### src/rtl/orc_mem_arb_pkg.sv
`default_nettype none
// ============================================================================
//  Module      : orc_mem_arb_pkg
//  Description : Shared types and constants for the ORC_R32I memory arbiter:
//                FSM state encoding, requester ids and timeout read data.
//  Revision    : 1.0 - initial release
// ============================================================================
package orc_mem_arb_pkg;

    // Arbiter FSM states; CONSOLE is only reachable with MEM_ARB_CONSOLE_EN
    typedef enum logic [1:0] {
        IDLE    = 2'd0,
        BUSY    = 2'd1,
        CONSOLE = 2'd2
    } arb_state_t;

    // Requester ids, also used as bit positions of the one-hot grant vector
    typedef enum logic [1:0] {
        REQ_W = 2'd0,
        REQ_R = 2'd1,
        REQ_I = 2'd2
    } req_id_t;

    localparam int          REQ_NUM      = 3;
    localparam logic [31:0] TIMEOUT_DATA = 32'hDEAD_BEEF;

endpackage : orc_mem_arb_pkg
`default_nettype wire

### src/rtl/orc_arb_prio.sv
`default_nettype none
// ============================================================================
//  Module      : orc_arb_prio
//  Description : Combinational fixed-priority winner select for the memory
//                arbiter. Order is write > data read > inst, except that a
//                waiting inst request wins outright once the stall counter
//                has saturated. Inputs are already masked by the caller.
//  Revision    : 1.0 - initial release
// ============================================================================
module orc_arb_prio
    import orc_mem_arb_pkg::*;
(
    input  logic               i_req_w,
    input  logic               i_req_r,
    input  logic               i_req_i,
    input  logic               i_stall_sat,
    output logic [REQ_NUM-1:0] o_grant
);

    // One-hot grant: starvation guard first, then fixed order
    always_comb begin
        o_grant = '0;
        if (i_req_i && i_stall_sat) begin
            o_grant[REQ_I] = 1'b1;
        end else if (i_req_w) begin
            o_grant[REQ_W] = 1'b1;
        end else if (i_req_r) begin
            o_grant[REQ_R] = 1'b1;
        end else if (i_req_i) begin
            o_grant[REQ_I] = 1'b1;
        end
    end

endmodule : orc_arb_prio
`default_nettype wire

### src/rtl/orc_mem_arbiter.sv
`default_nettype none
// ============================================================================
//  Module      : orc_mem_arbiter
//  Description : Shares one single-port memory backend between the core's
//                inst read, data read and data write masters. Fixed priority
//                with an inst starvation guard, one-cycle completion acks and
//                a backend timeout that completes with TIMEOUT_DATA.
//                Optional feature macro: MEM_ARB_CONSOLE_EN (console byte
//                port at CONSOLE_ADDR, bypassing the backend).
//  Revision    : 1.0 - initial release
// ============================================================================
module orc_mem_arbiter
    import orc_mem_arb_pkg::*;
#(
    parameter int          MAX_STALL      = 4,
    parameter int          TIMEOUT_CYCLES = 1024,
    parameter logic [31:0] CONSOLE_ADDR   = 32'h1000_0000
)(
    input  logic        i_clk,
    input  logic        i_reset_sync,
    input  logic        i_inst_read,
    output logic        o_inst_read_ack,
    input  logic [31:0] i_inst_read_addr,
    output logic [31:0] o_inst_read_data,
    input  logic        i_master_read,
    output logic        o_master_read_ack,
    input  logic [31:0] i_master_read_addr,
    output logic [31:0] o_master_read_data,
    input  logic        i_master_write,
    output logic        o_master_write_ack,
    input  logic [31:0] i_master_write_addr,
    input  logic [31:0] i_master_write_data,
    input  logic [3:0]  i_master_write_byte_enable,
    output logic        o_mem_en,
    output logic        o_mem_we,
    output logic [31:0] o_mem_addr,
    output logic [31:0] o_mem_wdata,
    output logic [3:0]  o_mem_be,
    input  logic        i_mem_ack,
    input  logic [31:0] i_mem_rdata,
    output logic        o_err
`ifdef MEM_ARB_CONSOLE_EN
    ,
    output logic        o_console_valid,
    output logic [7:0]  o_console_data
`endif
);

    localparam int                   c_stall_w    = $clog2(MAX_STALL + 1);
    localparam int                   c_timer_w    = $clog2(TIMEOUT_CYCLES + 1);
    localparam logic [c_stall_w-1:0] c_stall_max  = c_stall_w'(MAX_STALL);
    localparam logic [c_timer_w-1:0] c_timer_last = c_timer_w'(TIMEOUT_CYCLES - 1);

    arb_state_t           r_state;
    arb_state_t           w_next_state;
    logic [c_stall_w-1:0] r_stall;
    logic [c_timer_w-1:0] r_timer;
    logic [REQ_NUM-1:0]   r_winner;
    logic [REQ_NUM-1:0]   w_grant;
    logic                 w_idle;
    logic                 w_busy;
    logic                 w_req_w;
    logic                 w_req_r;
    logic                 w_req_i;
    logic                 w_any_grant;
    logic                 w_data_grant;
    logic                 w_console_hit;
    logic                 w_timeout;
    logic                 w_done;
    logic                 w_issue;
    logic                 w_console_start;
    logic                 w_console_end;
    logic [31:0]          w_rdata;

    assign w_idle = (r_state == IDLE);
    assign w_busy = (r_state == BUSY);

    // A requester being acked this cycle sits out, so a held request is not re-issued
    assign w_req_w = w_idle & i_master_write & ~o_master_write_ack;
    assign w_req_r = w_idle & i_master_read  & ~o_master_read_ack;
    assign w_req_i = w_idle & i_inst_read    & ~o_inst_read_ack;

    orc_arb_prio u_prio (
        .i_req_w     (w_req_w),
        .i_req_r     (w_req_r),
        .i_req_i     (w_req_i),
        .i_stall_sat (r_stall == c_stall_max),
        .o_grant     (w_grant)
    );

    assign w_any_grant  = |w_grant;
    assign w_data_grant = w_grant[REQ_W] | w_grant[REQ_R];

`ifdef MEM_ARB_CONSOLE_EN
    assign w_console_hit = w_grant[REQ_W] && (i_master_write_addr == CONSOLE_ADDR);
`else
    assign w_console_hit = 1'b0;
`endif

    // Timer reaches its last value on the TIMEOUT_CYCLES-th BUSY cycle
    assign w_timeout = w_busy && !i_mem_ack && (r_timer == c_timer_last);
    assign w_done    = w_busy && (i_mem_ack || w_timeout);

    // State register
    always_ff @(posedge i_clk) begin
        if (i_reset_sync) begin
            r_state <= IDLE;
        end else begin
            r_state <= w_next_state;
        end
    end

    // Next-state decode
    always_comb begin
        w_next_state = r_state;
        case (r_state)
            IDLE:    if (w_any_grant) w_next_state = w_console_hit ? CONSOLE : BUSY;
            BUSY:    if (w_done)      w_next_state = IDLE;
            CONSOLE: w_next_state = IDLE;
            default: w_next_state = IDLE;
        endcase
    end

    // Output control decode
    always_comb begin
        w_issue         = 1'b0;
        w_console_start = 1'b0;
        w_console_end   = 1'b0;
        w_rdata         = TIMEOUT_DATA;
        case (r_state)
            IDLE: begin
                w_issue         = w_any_grant && !w_console_hit;
                w_console_start = w_any_grant &&  w_console_hit;
            end
            BUSY:    w_rdata       = i_mem_ack ? i_mem_rdata : TIMEOUT_DATA;
            CONSOLE: w_console_end = 1'b1;
            default: ;
        endcase
    end

    // Starvation guard: count data grants made while inst is waiting
    always_ff @(posedge i_clk) begin
        if (i_reset_sync || !i_inst_read || w_grant[REQ_I]) begin
            r_stall <= '0;
        end else if (w_data_grant && (r_stall != c_stall_max)) begin
            r_stall <= r_stall + c_stall_w'(1);
        end
    end

    // BUSY cycle counter, restarted on every backend issue
    always_ff @(posedge i_clk) begin
        if (i_reset_sync || w_issue) begin
            r_timer <= '0;
        end else if (w_busy) begin
            r_timer <= r_timer + c_timer_w'(1);
        end
    end

    // Registered backend request, completion acks and read data
    always_ff @(posedge i_clk) begin
        if (i_reset_sync) begin
            o_mem_en           <= 1'b0;
            o_mem_we           <= 1'b0;
            o_mem_addr         <= '0;
            o_mem_wdata        <= '0;
            o_mem_be           <= '0;
            o_inst_read_ack    <= 1'b0;
            o_master_read_ack  <= 1'b0;
            o_master_write_ack <= 1'b0;
            o_inst_read_data   <= '0;
            o_master_read_data <= '0;
            o_err              <= 1'b0;
            r_winner           <= '0;
        end else begin
            o_mem_en           <= w_issue;
            o_err              <= w_timeout;
            o_inst_read_ack    <= w_done && r_winner[REQ_I];
            o_master_read_ack  <= w_done && r_winner[REQ_R];
            o_master_write_ack <= (w_done && r_winner[REQ_W]) || w_console_end;
            if (w_any_grant) begin
                r_winner <= w_grant;
            end
            if (w_issue) begin
                o_mem_we <= w_grant[REQ_W];
                if (w_grant[REQ_W]) begin
                    o_mem_addr  <= i_master_write_addr;
                    o_mem_wdata <= i_master_write_data;
                    o_mem_be    <= i_master_write_byte_enable;
                end else begin
                    o_mem_addr  <= w_grant[REQ_R] ? i_master_read_addr : i_inst_read_addr;
                    o_mem_be    <= 4'hF;
                end
            end
            if (w_done && r_winner[REQ_I]) begin
                o_inst_read_data <= w_rdata;
            end
            if (w_done && r_winner[REQ_R]) begin
                o_master_read_data <= w_rdata;
            end
        end
    end

`ifdef MEM_ARB_CONSOLE_EN
    // Console byte strobe; the write ack follows in the CONSOLE cycle's successor
    always_ff @(posedge i_clk) begin
        if (i_reset_sync) begin
            o_console_valid <= 1'b0;
            o_console_data  <= '0;
        end else begin
            o_console_valid <= w_console_start;
            if (w_console_start) begin
                o_console_data <= i_master_write_data[7:0];
            end
        end
    end
`endif

endmodule : orc_mem_arbiter
`default_nettype wire

### config.mk
export PLATFORM = sky130hd
export DESIGN_NAME = orc_mem_arbiter
export DESIGN_NICKNAME = d
export VERILOG_FILES = /design/src/rtl/orc_mem_arb_pkg.sv /design/src/rtl/orc_arb_prio.sv /design/src/rtl/orc_mem_arbiter.sv
export SDC_FILE = /design/constraint.sdc
export NUM_CORES = 1
export LEC_CHECK = 0
export CORE_ASPECT_RATIO = 1.25
export CORE_MARGIN = 2
export CORE_UTILIZATION = 42
export CTS_BUF_LIST = sky130_fd_sc_hd__clkbuf_16
export DETAILED_ROUTE_END_ITERATION = 7
export PLACE_DENSITY_LB_ADDON = 0.12
export SYNTH_ARGS = -nofsm -noshare
export SYNTH_HDL_FRONTEND = slang
export SYNTH_SLANG_ARGS = --single-unit
export TNS_END_PERCENT = 100
### constraint.sdc
create_clock -name i_clk -period 2 [get_ports i_clk]
set_input_delay 0.4 -clock i_clk [delete_from_list [all_inputs] [get_ports i_clk]]
set_output_delay 0.4 -clock i_clk [all_outputs]
set_load 0.02 [all_outputs]
==> Word-level counts from Yosys, hierarchy flattened <==
Index checks and enable logic that the tools add are counted.
Widths: inputs -> output; s select.
{ "totals": {"regBits": 157} }
{ "op_classes": {"n_addsub": 2, "eq_ne": 7, "n_mux": 17, "n_bitwise": 10, "n_reduce_logical": 19} }
{ "ops": {"columns": ["operator", "count"], "rows": [
  ["$mux 32", 4],
  ["$add 11x1->11 const B", 1],
  ["$eq 11x10->1 const B", 1],
  ["$logic_and 1x1->1", 8],
  ["$mux 2", 4],
  ["$mux 1", 7],
  ["$and 1x1->1", 6],
  ["$logic_or 1x1->1", 5],
  ["$mux 4", 1],
  ["$ne 2x1->1 const B", 2],
  ["$pmux 2 s2", 1],
  ["$reduce_and 2->1", 2],
  ["$add 3x1->3 const B", 1],
  ["$eq 3x3->1 const B", 1],
  ["$ne 3x3->1 const B", 1],
  ["$not 1->1", 3],
  ["$reduce_or 3->1", 1],
  ["$eq 2x1->1 const B", 1],
  ["$eq 2x2->1 const B", 1],
  ["$logic_not 1->1", 2],
  ["$logic_not 2->1", 1],
  ["$or 1x1->1", 1]
]} }

==> Longest topological paths before layout <==
{ "depth": {"ltp_word": 10, "depth_mapped": 8, "ltp_nobuf": 6} }

==> Hierarchy <==
From an unflattened synthesis, not the netlist that was laid out.
{ "unflattened": {"cells_unflattened": 839, "hier_area_um2": 7181.9} }
{ "by_module_without_submodules": {"columns": ["module", "instances", "cells_per_inst", "area_per_inst_um2", "seq_area_each_um2"], "rows": [
  ["orc_mem_arbiter", 1, 834, 7143.1, 3123.0],
  ["orc_arb_prio", 1, 5, 38.8, 0.0]
]} }

==> Worst setup path after synthesis <==
Ideal clock, no wire load.
{ "synth_path": {"path_type": "register -> register", "from": "register r_stall[0]", "to": "register o_mem_wdata[10]", "setup_time_ns": 0.132, "arrival_ns": 1.559, "t_required_ns": 1.868, "slack_ns": 0.308, "stages_incl_launch_ff": 9, "n_path_buf": 2, "synth_period_minus_slack_ns": 1.692, "cell_sequence": "dfxtp_1 inv_1 ha_1 and4b_1 or3_1 buf_2 buf_4 nand2_1 a21oi_1"} }
{ "synth_between": {"elab_chain_cells": 6, "word_cells_on_any_way": 7, "cone_classes": "1 x eq/ne; 3 x mux; 3 x reduce/logical"} }
{ "synth_lines": {"columns": ["element", "line", "source"], "rows": [
  ["from (decl)", "orc_mem_arbiter.sv:56", "logic [c_stall_w-1:0] r_stall;"],
  ["from (signal assigned)", "orc_mem_arbiter.sv:146", "r_stall <= r_stall + c_stall_w'(1);"],
  ["$eq 3x3->1 (*)", "orc_mem_arbiter.sv:87", ".i_stall_sat (r_stall == c_stall_max),"],
  ["$logic_and 1x1->1 (*)", "orc_arb_prio.sv:23", "if (i_req_i && i_stall_sat) begin"],
  ["$mux 2 or $mux 1 (tied branches)", "orc_arb_prio.sv:23", null],
  ["$reduce_or 3->1", "orc_mem_arbiter.sv:91", "assign w_any_grant = |w_grant;"],
  ["$mux 1", "orc_mem_arbiter.sv:130", "case (r_state)"],
  ["$reduce_and 2->1 (no source line) (*)", null, null],
  ["to (signal assigned)", "orc_mem_arbiter.sv:187", "o_mem_wdata <= i_master_write_data;"],
  ["to (decl)", "orc_mem_arbiter.sv:37", "output logic [31:0] o_mem_wdata,"]
]} }
Mark *: on every way between the ends. The rest lies on a longest branch, timed or not.
A chain may end at the register's enable or synchronous reset.

==> Worst setup path after layout <==
{ "layout_path": {"from": "register o_inst_read_ack", "to": "output o_inst_read_ack"} }
{ "layout_lines": {"columns": ["element", "line", "source"], "rows": [
  ["from (decl)", "orc_mem_arbiter.sv:22", "output logic o_inst_read_ack,"],
  ["from (signal assigned)", "orc_mem_arbiter.sv:177", "o_inst_read_ack <= w_done && r_winner[REQ_I];"]
]} }
No word-level cell between the ends.

==> results.cfg <==
[floorplanning]
rows = 51
pin_count = 308
start_util_pct = 43.0
dieArea_um2 = 17000
core_um2 = 15600
die_w_um = 117
die_y_um = 145

[timing]
max_freq_ghz = 0.526
rsz0062_at_grt = no
clock_skew_ns = 0.00918
setup_violations = 0
post-route-period-util_pct = 95.1
max_slew_margin_pct = 55.9
period_minus_slack_ns = 1.90
slew_violations = 0
final-hold-violation-count = 0
layout_setup_ws_ns = 0.0975
tns_ns = 0
tightest_slew_ns = 0.661

[routing]
vias_per_cell = 5.03
wl_per_cell_um = 16.0
ant_nets = 0
dr.first_iter.drc_count = 305
first_pass_iters = 4
drc = 0
drt_wl_total_mm = 20.9
vias = 6585

[power]
power_leakage_uw = 0.00389
power_density_nw_per_um2 = 758
vdd_ir_drop_max_mv = 0.499

[worst_setup_path]
critPathLaunchType = register
path_max_fanout = 4
cp-end-kind = output pin
required_ns = 1.60
cpPeakStageDelay_ns = 0.69
path_cells = clkdlybuf4s50_1
critPathBufInv = 1
cp_top_family = buffers and inverters
arrival_ns = 1.50
slowest_stage = clkdlybuf4s50_1
critPathKind = reg2out

[clock_tree]
cts.sinks = 156
cts_hold_buf = 0
root_buffer = clkbuf_16
insertion_delay_ns = 0.42
clockBufferDepth = 2
cts_inserted_buffers = 17
cts_resized = 0
h-tree-depth = 4
cts_tree = done
post_cts_buffers = 0
clk_pin_slew_worst_paths_ns = 0.06

[flow_run]
maxCapViolations = 0

[synthesis]
yosysTopAreaCellShare_pct = 46.4
synth_flop_cell = dfxtp_1
synth.largest_area_cell = dfxtp_1
synth-edff-count = 0
async_flop_share_pct = 0
synthCells = 785
synth-seq-area-share_pct = 46.4
synth.area.top_cells = dfxtp_1, a211oi_2, nor2_1, a21oi_1, a22o_1
avgSynthCellArea_um2 = 8.57
ys_ff_latch = 156
yosysUniqueCellTypes = 46
synth_area_um2 = 6730
ys_warn_count = 0
synth_nets = 958

[place]
preCtsSetupSlack_ns = -0.0433
gp_congestion = 0.819
hpwl_mm = 15.3
io_buffers = 307

[global_route]
antenna_found_initial = 2
grt_pass1_vias = 6542
grt_pass1_wl_mm = 32.7
grt_usage_pct = 24.2
grt_max_degree = 60
grt_remaining_overflow = 0

[outcome]
status = finished clean

[layout]
nets = 1255
drive_above_1_share_pct = 10.2
nFillCells = 1321
area_growth_pct = 60.5

[worst_hold_path]
hp-class = in2reg
==> power by group <==
part,switching [uW],internal [uW]
combinational,793,915
clock,1250,1810
sequential,116,3300
total,2160,6030
==> stage by stage <==
step	std cells	power [uW]	hold slack [ns]	utilization, %	instance area [um^2]
floorplan	785	4250	0.419	-	6730
global placement	1275	5180	0.441	65.5	10200
detailed placement	1275	5190	0.441	65.5	10200
CTS	1307	8280	0.265	69.0	10800
global route	1308	8550	0.280	69.1	10800
finish	1308	8190	0.286	69.1	10800
==> cells in the mapped netlist (2+ instances only) <==
master / instances
nor2b_1: 11
buf_4: 7
a21oi_1: 58
mux2i_1: 3
nand2b_1: 3
buf_2: 25
xor2_1: 3
ha_1: 3
clkbuf_1: 26
nor3b_1: 5
buf_1: 2
a22o_1: 32
nand2b_4: 2
a211oi_1: 9
o21a_1: 32
a22oi_1: 8
nand4_1: 4
o21ai_0: 35
nand2_1: 74
nand3_1: 17
and4_1: 2
xnor2_1: 7
nor2_1: 107
nor3_1: 36
o21ai_2: 2
o22ai_1: 4
nor4_1: 2
inv_1: 53
a211oi_2: 40
and3_1: 2
dfxtp_1: 156
==> registers in the layout, indices dropped and copies added, names as in the netlist <==
name and flops:
o_mem_en 1, o_master_read_data 32, o_err 1, r_winner 3, r_state 1, o_inst_read_ack 1
r_stall 3, r_timer 11, o_mem_be 4, o_master_read_ack 1, o_mem_we 1, o_mem_addr 32
o_master_write_ack 1, o_inst_read_data 32, o_mem_wdata 32
==> path summary, 6_finish.rpt <==
check / startpoint / depth (start not counted) / to / slack [ns]
min: i_reset_sync / 2 / o_mem_we$_SDFFE_PP0P_ / 0.29
max: o_inst_read_ack$_SDFF_PP0_ / 1 / o_inst_read_ack / 0.1
min reg2reg: r_winner[0]$_SDFFE_PP0P_ / 2 / o_master_write_ack$_SDFF_PP0_ / 0.45
max reg2reg: r_stall[0]$_SDFFE_PP0P_ / 7 / o_mem_be[0]$_SDFFE_PP0P_ / 0.23
==> placed cells by master, fill, tap and decap left out, drive strengths merged, types with 5 or more instances in the layout <==
master,instances
clkdlybuf4s50,306
dfxtp,156
nor2,107
nand2,74
a21oi,59
inv,58
a211oi,49
nor3,37
o21ai,37
o21a,32
a22o,32
buf,32
nand3,17
clkbuf,17
nor2b,11
a22oi,8
xnor2,7
nor3b,5
nand2b,5
clkinv,5
==> logic make-up after synthesis <==
logic type,synth area share [%]
compound gates,25.5
xor+xnor,1.30
fa+ha+maj,0.558
buf+inv,7.16
flops,46.4
mux,0.614
simple gates,18.4
==> metal layers <==
| layer | global-route usage (%) | vias up | part of all wire, % |
|---|---|---|---|
| met5 | 0 | - | 0.062 |
| met4 | 8.35 | 2 | 2.2 |
| met3 | 9.29 | 31 | 9.6 |
| met2 | 41.0 | 229 | 48 |
| met1 | 27.4 | 3032 | 40 |
| li1 | - | 3291 | - |
==> cell type report <==
class	count	area (um^2)	share of cell area (%)
diodes	1	2.50	0.0232
clock buffers	17	425	3.94
clock inverters	15	133	1.23
inverters	53	199	1.84
multi-input cells	516	3150	29.1
flip-flops and latches	156	3120	28.9
well taps	212	265	2.46
repair buffers	338	3500	32.4
Note: power is estimated with default switching activity, not from simulation.
